`config.mk`:
```
export PLATFORM = sky130hd
export DESIGN_NAME = control_unit
export DESIGN_NICKNAME = d
export VERILOG_FILES = /design/src/rtl/control_unit.sv
export SDC_FILE = /design/constraint.sdc
export NUM_CORES = 1
export LEC_CHECK = 0
export CORE_MARGIN = 3
export CORE_UTILIZATION = 44
export CTS_BUF_LIST = sky130_fd_sc_hd__clkbuf_16
export DETAILED_ROUTE_END_ITERATION = 10
export PLACE_DENSITY = 0.85
export SLEW_MARGIN = 20
export SYNTH_ARGS = -nofsm -noshare
export SYNTH_HDL_FRONTEND = slang
export SYNTH_SLANG_ARGS = --single-unit
```
`constraint.sdc`:
```
create_clock -name clk -period 3.62 [get_ports clk]
set_clock_uncertainty 0.05 [all_clocks]
set_input_delay 0.724 -clock clk [delete_from_list [all_inputs] [get_ports clk]]
set_output_delay 0.724 -clock clk [all_outputs]
set_load 0.03 [all_outputs]
```
`src/rtl/control_unit.sv`:
```
// rtl/control_unit.sv - multi-cycle instruction sequencer driving register-file and ALU bus controls.
// Optional macro BR_ZERO_EN: makes BR conditional on z_flag (falls through with done when z_flag=0).
module control_unit #(
    parameter int OP_SIZE  = 4,
    parameter int ARG_SIZE = 3,
    parameter int ARG_NUM  = 2,
    localparam int IW      = OP_SIZE + ARG_NUM * ARG_SIZE,
    localparam int NREG    = 1 << ARG_SIZE
) (
    input  logic                clk,
    input  logic                rst,
    input  logic                run,
    input  logic [IW-1:0]       instruction,
    input  logic                din_valid,
    input  logic                z_flag,
    output logic [NREG-1:0]     r_in,
    output logic [NREG-1:0]     r_out,
    output logic                din_out,
    output logic                a_in,
    output logic                g_in,
    output logic                g_out,
    output logic                alu_xor,
    output logic                done,
    output logic                branch,
    output logic [ARG_SIZE:0]   branchaddress,
    output logic                busy
);

    localparam logic [OP_SIZE-1:0] OP_LOAD = OP_SIZE'(4'b0000);
    localparam logic [OP_SIZE-1:0] OP_MOVE = OP_SIZE'(4'b0001);
    localparam logic [OP_SIZE-1:0] OP_ADD  = OP_SIZE'(4'b0010);
    localparam logic [OP_SIZE-1:0] OP_XOR  = OP_SIZE'(4'b0011);
    localparam logic [OP_SIZE-1:0] OP_BR   = OP_SIZE'(4'b1000);

    typedef enum logic [1:0] {T0, T1, T2, T3} state_t;

    state_t                state;
    logic [IW-1:0]         ir;
    logic [OP_SIZE-1:0]    op;
    logic [ARG_SIZE-1:0]   dst;
    logic [ARG_SIZE-1:0]   src;
    logic                  regs_ok;

    // Code 0 (no register) and the all-ones code (PC) are not bus registers.
    function automatic logic reg_ok(input logic [ARG_SIZE-1:0] code);
        return (code != '0) && (code != '1);
    endfunction

    function automatic logic [NREG-1:0] sel(input logic [ARG_SIZE-1:0] code);
        return NREG'(1) << code;
    endfunction

    assign op      = ir[IW-1 -: OP_SIZE];
    assign dst     = ir[2*ARG_SIZE-1 -: ARG_SIZE];
    assign src     = ir[ARG_SIZE-1:0];
    assign regs_ok = reg_ok(dst) && reg_ok(src);

`ifndef BR_ZERO_EN
    wire unused_z_flag = z_flag;
`endif

    always_ff @(posedge clk or posedge rst) begin
        if (rst) begin
            state <= T0;
            ir    <= '0;
        end else begin
            case (state)
                T0: if (run) begin
                    ir    <= instruction;
                    state <= T1;
                end
                T1: begin
                    case (op)
                        OP_LOAD:        if (din_valid) state <= T0;
                        OP_ADD, OP_XOR: state <= regs_ok ? T2 : T0;
                        default:        state <= T0;
                    endcase
                end
                T2: state <= T3;
                T3: state <= T0;
            endcase
        end
    end

    always_comb begin
        r_in          = '0;
        r_out         = '0;
        din_out       = 1'b0;
        a_in          = 1'b0;
        g_in          = 1'b0;
        g_out         = 1'b0;
        alu_xor       = 1'b0;
        done          = 1'b0;
        branch        = 1'b0;
        branchaddress = '0;
        busy          = (state != T0);
        case (state)
            T0: ;
            T1: begin
                case (op)
                    OP_MOVE: begin
                        done = 1'b1;
                        if (regs_ok) begin
                            r_out = sel(src);
                            r_in  = sel(dst);
                        end
                    end
                    // LOAD stalls silently until the external bus has data.
                    OP_LOAD: if (din_valid) begin
                        done    = 1'b1;
                        din_out = 1'b1;
                        if (reg_ok(dst)) r_in = sel(dst);
                    end
                    OP_ADD, OP_XOR: begin
                        if (regs_ok) begin
                            r_out = sel(dst);
                            a_in  = 1'b1;
                        end else begin
                            done = 1'b1;
                        end
                    end
                    OP_BR: begin
`ifdef BR_ZERO_EN
                        if (z_flag) begin
                            branch        = 1'b1;
                            branchaddress = {dst[0], src};
                        end else begin
                            done = 1'b1;
                        end
`else
                        branch        = 1'b1;
                        branchaddress = {dst[0], src};
`endif
                    end
                    default: done = 1'b1;
                endcase
            end
            T2: begin
                r_out   = sel(src);
                g_in    = 1'b1;
                alu_xor = (op == OP_XOR);
            end
            T3: begin
                g_out = 1'b1;
                r_in  = sel(dst);
                done  = 1'b1;
            end
        endcase
    end

endmodule

```
==> metrics.md, run 1 <==
| Metric | Value |
|---|---|
| Vias per Instance | 5.61 |
| Post-synthesis mux area share | 13.4% |
| Rel. slew slack | 70.1% |
| Share of cells above drive strength 1 | 18.0% |
| Yosys warnings | 0 |
| Row cnt | 16 |
| Final Cell Area | 1470 um^2 |
| Initial DRC Count | 23 |
| Commonest cells after routing, fill and taps aside | 36 x clkdlybuf4s50_1, 12 x dfrtp_1, 10 x mux2_2 |
| Hold buffer count at cts | 0 |
| Nets | 160 |
| Initial antenna violation count | 0 |
| Max Fanout on Critical Path | 4 |
| Vias in the first global route | between 900 and 1000 |
| Drt total wl | 2.59 mm |
| Critical path class | register to output pin |
| Area delta synth->final | 54.2% |
| Fmax | 283 MHz |
| Outcome | complete, no violations |
| Worst path arrival time | 2.76 ns |
| Fin. max-slew vios | 0 |
| Num ports | 43 |
| Detail Route Antenna Nets | 0 |
| Wire length per cell | approximately 16 um |
| GR Overflow Total | 0 |
| Static Leakage | 0.652 nW |
| RePlAce Congestion | 0.829 |
| CTS tree | built |
| Pint | between 0.6 and 0.7 mW |
| Sw Share | 45.0% |
| Worst setup EP type | output pin |
| Gate power share | 52.3% |
| CP required | roughly 2.9 ns |
| Tmin final | 3.54 ns |
| DP Area | 1380 um^2 |
| I/O Buffers | between 40 and 50 |
| Initial Utilization | 47.6% |
| Sequential Power Share | 29.4% |
| Via count | 932 |
| Sw power | 0.504 mW |
| TritonCTS buffer count | 3 |
| Max-cap viol count | 0 |
| Router iterations before antenna repair | 4 |
| Simple-Gate Fraction of Synth Area | between 30 and 40% |
| Startpoint type of the worst setup path | register |
| Max VDD drop | slightly above 0.6 mV |
| Cells along the critical path | inv_1 -> ha_1 -> or4b_4 -> nor4_4 -> o211ai_2 -> o22ai_1 -> clkdlybuf4s50_1 |
| Synth Net Count | 118 |
| Adder-cell share of the synthesized area | under 10% |
| FF+latch count, synth | 12 |
| Largest family of logic cells by synthesized area | simple AND/OR/NAND/NOR gates |
| Pwr Density | 760 nW/um^2 |
| Die area | around 2800 um^2 |
| DRC | 0 |
| Core Area | 2000 um^2 |
| Clock Power Share | a little under a fifth |
| Post-synthesis sequential area ratio | 31.5% |
| Synth cell types | 36 |
| XOR/XNOR Fraction of Synth Area | 0% |
| CTS sink count | 12 |
| Crit path max-delay cell type | clkdlybuf4s50_1 |
| Clock transition at path regs | 0.04 ns |
| Commonest non-fill, non-tap cell in the layout | clkdlybuf4s50_1 |
| Die Span Y | about 53 um |
| Synthesized cell area | ~950 um^2 |
| Total GRT Usage | a little over a fifth |
| Buffers & Inverters on Critical Path | 2 |
| Final period utilization | 97.7% |
| HPWL Detailed | 1.97 mm |
| Diode count | 0 |
| Final Util | 73.4% |
| Final Hold Viols | 0 |
| Worst hold path type | register to register |
| Mean Syn Cell Area | 9.73 um^2 |
| Setup violators final | 0 |
| H-tree depth | 1 |
| Gate Count Post-Synth | 98 |
| First-pass GRT wire length | about 4.3 mm |
| Post-synthesis compound-gate area fraction | between 10% and 20% |
| Clock buffer depth | 2 |
| Total Power | 1.12 mW |
| Least-Margin Pin Slew | 0.449 ns |
| Root buffer cell | clkbuf_16 |
| Worst skew pair latency | 0.24 ns |
| Largest stage delay, worst path | roughly 0.70 ns |
| Critical path's top delay family | buffers and inverters |
| Largest net degree at the start of global routing | 14 |
| Die X | 52.6 um |
==> cell families after synthesis <==
family / count (synthesis)
flops: 12
compound gates: 14
buf+inv: 9
mux: 11
fa+ha+maj: 5
simple gates: 47
==> synth_stat cells, drive strengths merged <==
cell | count | area share (%)
clkbuf | 1 | 0.39
o32a | 1 | 2.4
and2 | 4 | 2.6
nand3 | 4 | 2.1
and3 | 2 | 1.3
nor3b | 3 | 2.4
a311o | 1 | 1.0
o32ai | 2 | 2.6
buf | 3 | 1.6
nor2 | 6 | 2.4
ha | 5 | 6.6
nor4 | 1 | 2.2
nand2b | 4 | 2.6
nor2b | 1 | 0.66
or4b | 1 | 1.4
o211ai | 1 | 1.3
mux2 | 11 | 13
o31a | 1 | 0.92
o21ba | 1 | 1.0
nor4b | 2 | 2.5
dfrtp | 12 | 31
o21ai | 3 | 1.6
nand2 | 11 | 5.4
nor3 | 4 | 2.6
o22ai | 4 | 2.6
or3 | 3 | 2.1
inv | 5 | 2.0
nand3b | 1 | 0.79
==> metrics by stage <==
| step | hold WS (ns) | setup WS, ns | setup TNS, ns | instances |
|---|---|---|---|---|
| final | 0.517 | 0.0820 | 0 | 166 |
| after global placement | 0.482 | 0.278 | 0 | 162 |
| after detailed placement | 0.500 | 0.273 | 0 | 162 |
| after floorplan | 0.460 | 0.586 | 0 | 98 |
| after global routing | 0.538 | -0.0258 | -0.0258 | 166 |
| after CTS | 0.516 | 0.0164 | 0 | 166 |
==> layer usage <==
| layer | wire (um) | track usage [%] | vias to the layer above |
|---|---|---|---|
| li1 | - | - | 439 |
| met1 | 953 | 25.7 | 449 |
| met2 | 1430 | 36.6 | 37 |
| met3 | 159 | 3.99 | 7 |
| met4 | 52 | 10.6 | 0 |
| met5 | 0 | 0 | - |
==> flip-flops by register name (all words and copies together) (netlist names), named ones only <==
signal / flops
state: 1
ir: 10
==> worst register-to-register path, cell delays in order, from the launching register on <==
cell and delay, ns:
dfrtp_1 0.41, inv_1 0.12, ha_1 0.24, or4b_4 0.54, o32a_4 0.34, nand2_2 0.08
mux2_4 0.29
==> final timing paths <==
check	cells after the start	start	to	slack (ns)
min reg2reg	1	ir[7]	ir[7]	0.52
max in group asynchronous	2	rst	ir[6]	2.45
max	7	register	r_out[6]	0.08
max reg2reg	6	register	register	1.44
min	1	ir[7]	ir[7]	0.52
min in group asynchronous	2	rst	ir[2]	0.76
==> power by group through the flow <==
stage / Clock, mW / Sequential (mW) / Combinational, mW
final: 0.204 / 0.329 / 0.585
after global routing: 0.216 / 0.341 / 0.632
after CTS: 0.204 / 0.326 / 0.587
after detailed placement: 0 / 0.324 / 0.579
after global placement: 0 / 0.314 / 0.560
after floorplan: 0 / 0.252 / 0.483
==> cell type report <==
cell class / count / area (um^2)
clock buffer: 3 / 75.1
clock inverter: 1 / 3.75
fill: 142 / 532
inverter: 5 / 18.8
multi-input combinational: 77 / 616
sequential: 12 / 300
tap: 27 / 33.8
timing repair buffer: 41 / 423
==> timing repair <==
| item | in CTS | in global routing |
|---|---|---|
| endpoints found under the hold margin | 0 | 0 |
| endpoints found under the setup margin | 0 | 5 |
| setup buffers | 0 | 0 |
| resized for setup | 0 | 5 |
Note: power is estimated with default switching activity, not from simulation.
==> run 2: changes to the inputs <==
--- a/config.mk
+++ b/config.mk
@@ -6,10 +6,10 @@
 export NUM_CORES = 1
 export LEC_CHECK = 0
 export CORE_MARGIN = 3
-export CORE_UTILIZATION = 44
+export CORE_UTILIZATION = 41
 export CTS_BUF_LIST = sky130_fd_sc_hd__clkbuf_16
 export DETAILED_ROUTE_END_ITERATION = 10
-export PLACE_DENSITY = 0.85
+export PLACE_DENSITY = 0.8
 export SLEW_MARGIN = 20
 export SYNTH_ARGS = -nofsm -noshare
 export SYNTH_HDL_FRONTEND = slang
==> constraint.sdc (replaced) <==
create_clock -name clk -period 3.55 [get_ports clk]
set_clock_uncertainty 0.05 [all_clocks]
set_input_delay 0.71 -clock clk [delete_from_list [all_inputs] [get_ports clk]]
set_output_delay 0.71 -clock clk [all_outputs]
set_load 0.03 [all_outputs]
==> metrics.md, run 2 (synthesized netlist as in run 1, its figures left out) <==
| Metric | Value |
|---|---|
| Outcome | complete, no violations |
| Vias in the first global route | 901 |
| Root buffer cell | clkbuf_16 |
| Commonest cells after routing, fill and taps aside | 30 x clkdlybuf4s50_1, 12 x dfrtp_1, 10 x mux2_2, 10 x dlymetal6s2s_1, 9 x nand2_1 |
| Setup violators final | 0 |
| Fmax | 292 MHz |
| Critical path class | register to output pin |
| Detail Route Antenna Nets | 0 |
| RePlAce Congestion | a little under 0.8 |
| Final period utilization | a little over nine tenths |
| H-tree depth | 1 |
| Fin. max-slew vios | 0 |
| Initial DRC Count | 28 |
| Worst hold path type | register to register |
| Worst path arrival time | 2.66 ns |
| Num ports | 43 |
| Wire length per cell | 15.1 um |
| HPWL Detailed | 1.84 mm |
| Largest regs | ir: 10 flops, state: 1 flops |
| Total GRT Usage | about a fifth |
| CTS tree | built |
| Place WS | ~0.24 ns |
| Setup crit end | r_in[5] |
| Startpoint type of the worst setup path | register |
| Row cnt | 16 |
| Rel. slew slack | 68.5% |
| Setup WS post-layout | 0.125 ns |
| Share of cells above drive strength 1 | 18.0% |
| DRC | 0 |
| Die Span Y | 54.2 um |
| Initial antenna violation count | 0 |
| Worst skew pair latency | 0.24 ns |
| Reg2Reg Depth | 6 |
| Biggest register | ir |
| RSZ-0062 raised after global routing | no |
| Clock transition at path regs | 0.04 ns |
| Hold buffer count at cts | 0 |
| Static Leakage | 0.750 nW |
| Die area | 2940 um^2 |
| Largest net degree at the start of global routing | 14 |
| Drt total wl | 2.51 mm |
| Core Area | roughly 2100 um^2 |
| GR Overflow Total | 0 |
| TritonCTS buffer count | 3 |
| Metal-1 WL | 1.04 mm |
| Max-cap viol count | 0 |
| Top routing layer used | met4 |
| CTS sink count | 12 |
| Diode count | 0 |
| Pwr Density | 764 nW/um^2 |
| Commonest non-fill, non-tap cell in the layout | clkdlybuf4s50_1 |
| Initial Utilization | 45.8% |
| Setup TNS | 0 ns |
| Max FFs per register | 10 |
| Final Hold Viols | 0 |
| Max VDD drop | 0.627 mV |
| Worst setup EP type | output pin |
| Least-Margin Pin Slew | 0.473 ns |
| Router iterations before antenna repair | 4 |
| I/O Buffers | 41 |
| First-pass GRT wire length | 3.98 mm |
| Setup Fix Bufs, Post-CTS | 0 |
| Worst hold start | ir[7] |
| Via count | 910 |
| WL met2 | 1.30 mm |
| Die X | 54.2 um |
| DR WL met3 | 140 um |
| Area delta synth->final | 55.4% |
| Clock buffer depth | 2 |
| Nets | 160 |
| CP required | 2.79 ns |
| Reg2reg setup slack | 1.37 ns |
| Tmin final | 3.42 ns |
| Vias per Instance | between 5 and 6 |
| Max Fanout on Critical Path | 6 |
-- run 2: changes by cell type in the layout (fill, tap and decap cells not counted), sizes merged --
cell and delta:
clkdlybuf4s50 -6, dlygate4sd2 +1, dlymetal6s2s +5
-- run 2: power by group --
part / internal (mW) / switching (mW)
logic: 0.272 / 0.317
clock network: 0.148 / 0.0593
registers: 0.206 / 0.130
-- run 2: repair_timing --
action,4_1_cts,5_1_grt
gates resized for setup,1,10
endpoints found under the setup margin,1,10
pin swaps,0,0
-- run 2: cell type report --
| type | count | area, um^2 |
|---|---|---|
| Clock buffer | 3 | 75.1 |
| Multi-Input combinational cell | 77 | 616 |
| Tap cell | 27 | 33.8 |
| Clock inverter | 1 | 3.75 |
| Fill cell | 162 | 601 |
| Sequential cell | 12 | 300 |
| Inverter | 5 | 18.8 |
| Timing Repair Buffer | 41 | 434 |
-- run 2: worst min path at each step --
stage | end | slack (ns) | cells after the start
after floorplan | ir[7] | 0.46 | 1
after detailed placement | ir[7] | 0.51 | 1
after global routing | ir[7] | 0.54 | 1
after CTS | ir[7] | 0.52 | 1
after global placement | ir[7] | 0.49 | 1
final | ir[7] | 0.51 | 1
-- run 2: metal layers --
metal  vias up  track usage [%]
met5         -                0
met4         0             5.81
met2        32             32.3
li1        437                -
met1       434             22.4
met3         7             4.90
-- run 2: stage by stage --
step	cells	utilization (%)	hold slack, ns	power [mW]	instance area (um^2)
floorplan	98	-	0.460	0.749	953
global placement	162	66.2	0.487	0.893	1380
detailed placement	162	66.2	0.510	0.913	1380
CTS	166	70.0	0.517	1.13	1460
global route	166	71.2	0.544	1.21	1480
finish	166	71.2	0.513	1.13	1480
-- run 2: worst max-delay path: stages, from the launching register on --
cell             delay [ns]
dfrtp_1                0.41
inv_1                  0.12
ha_1                   0.24
or4b_4                 0.53
o21ba_2                0.28
nor3_1                 0.14
clkdlybuf4s50_1        0.69
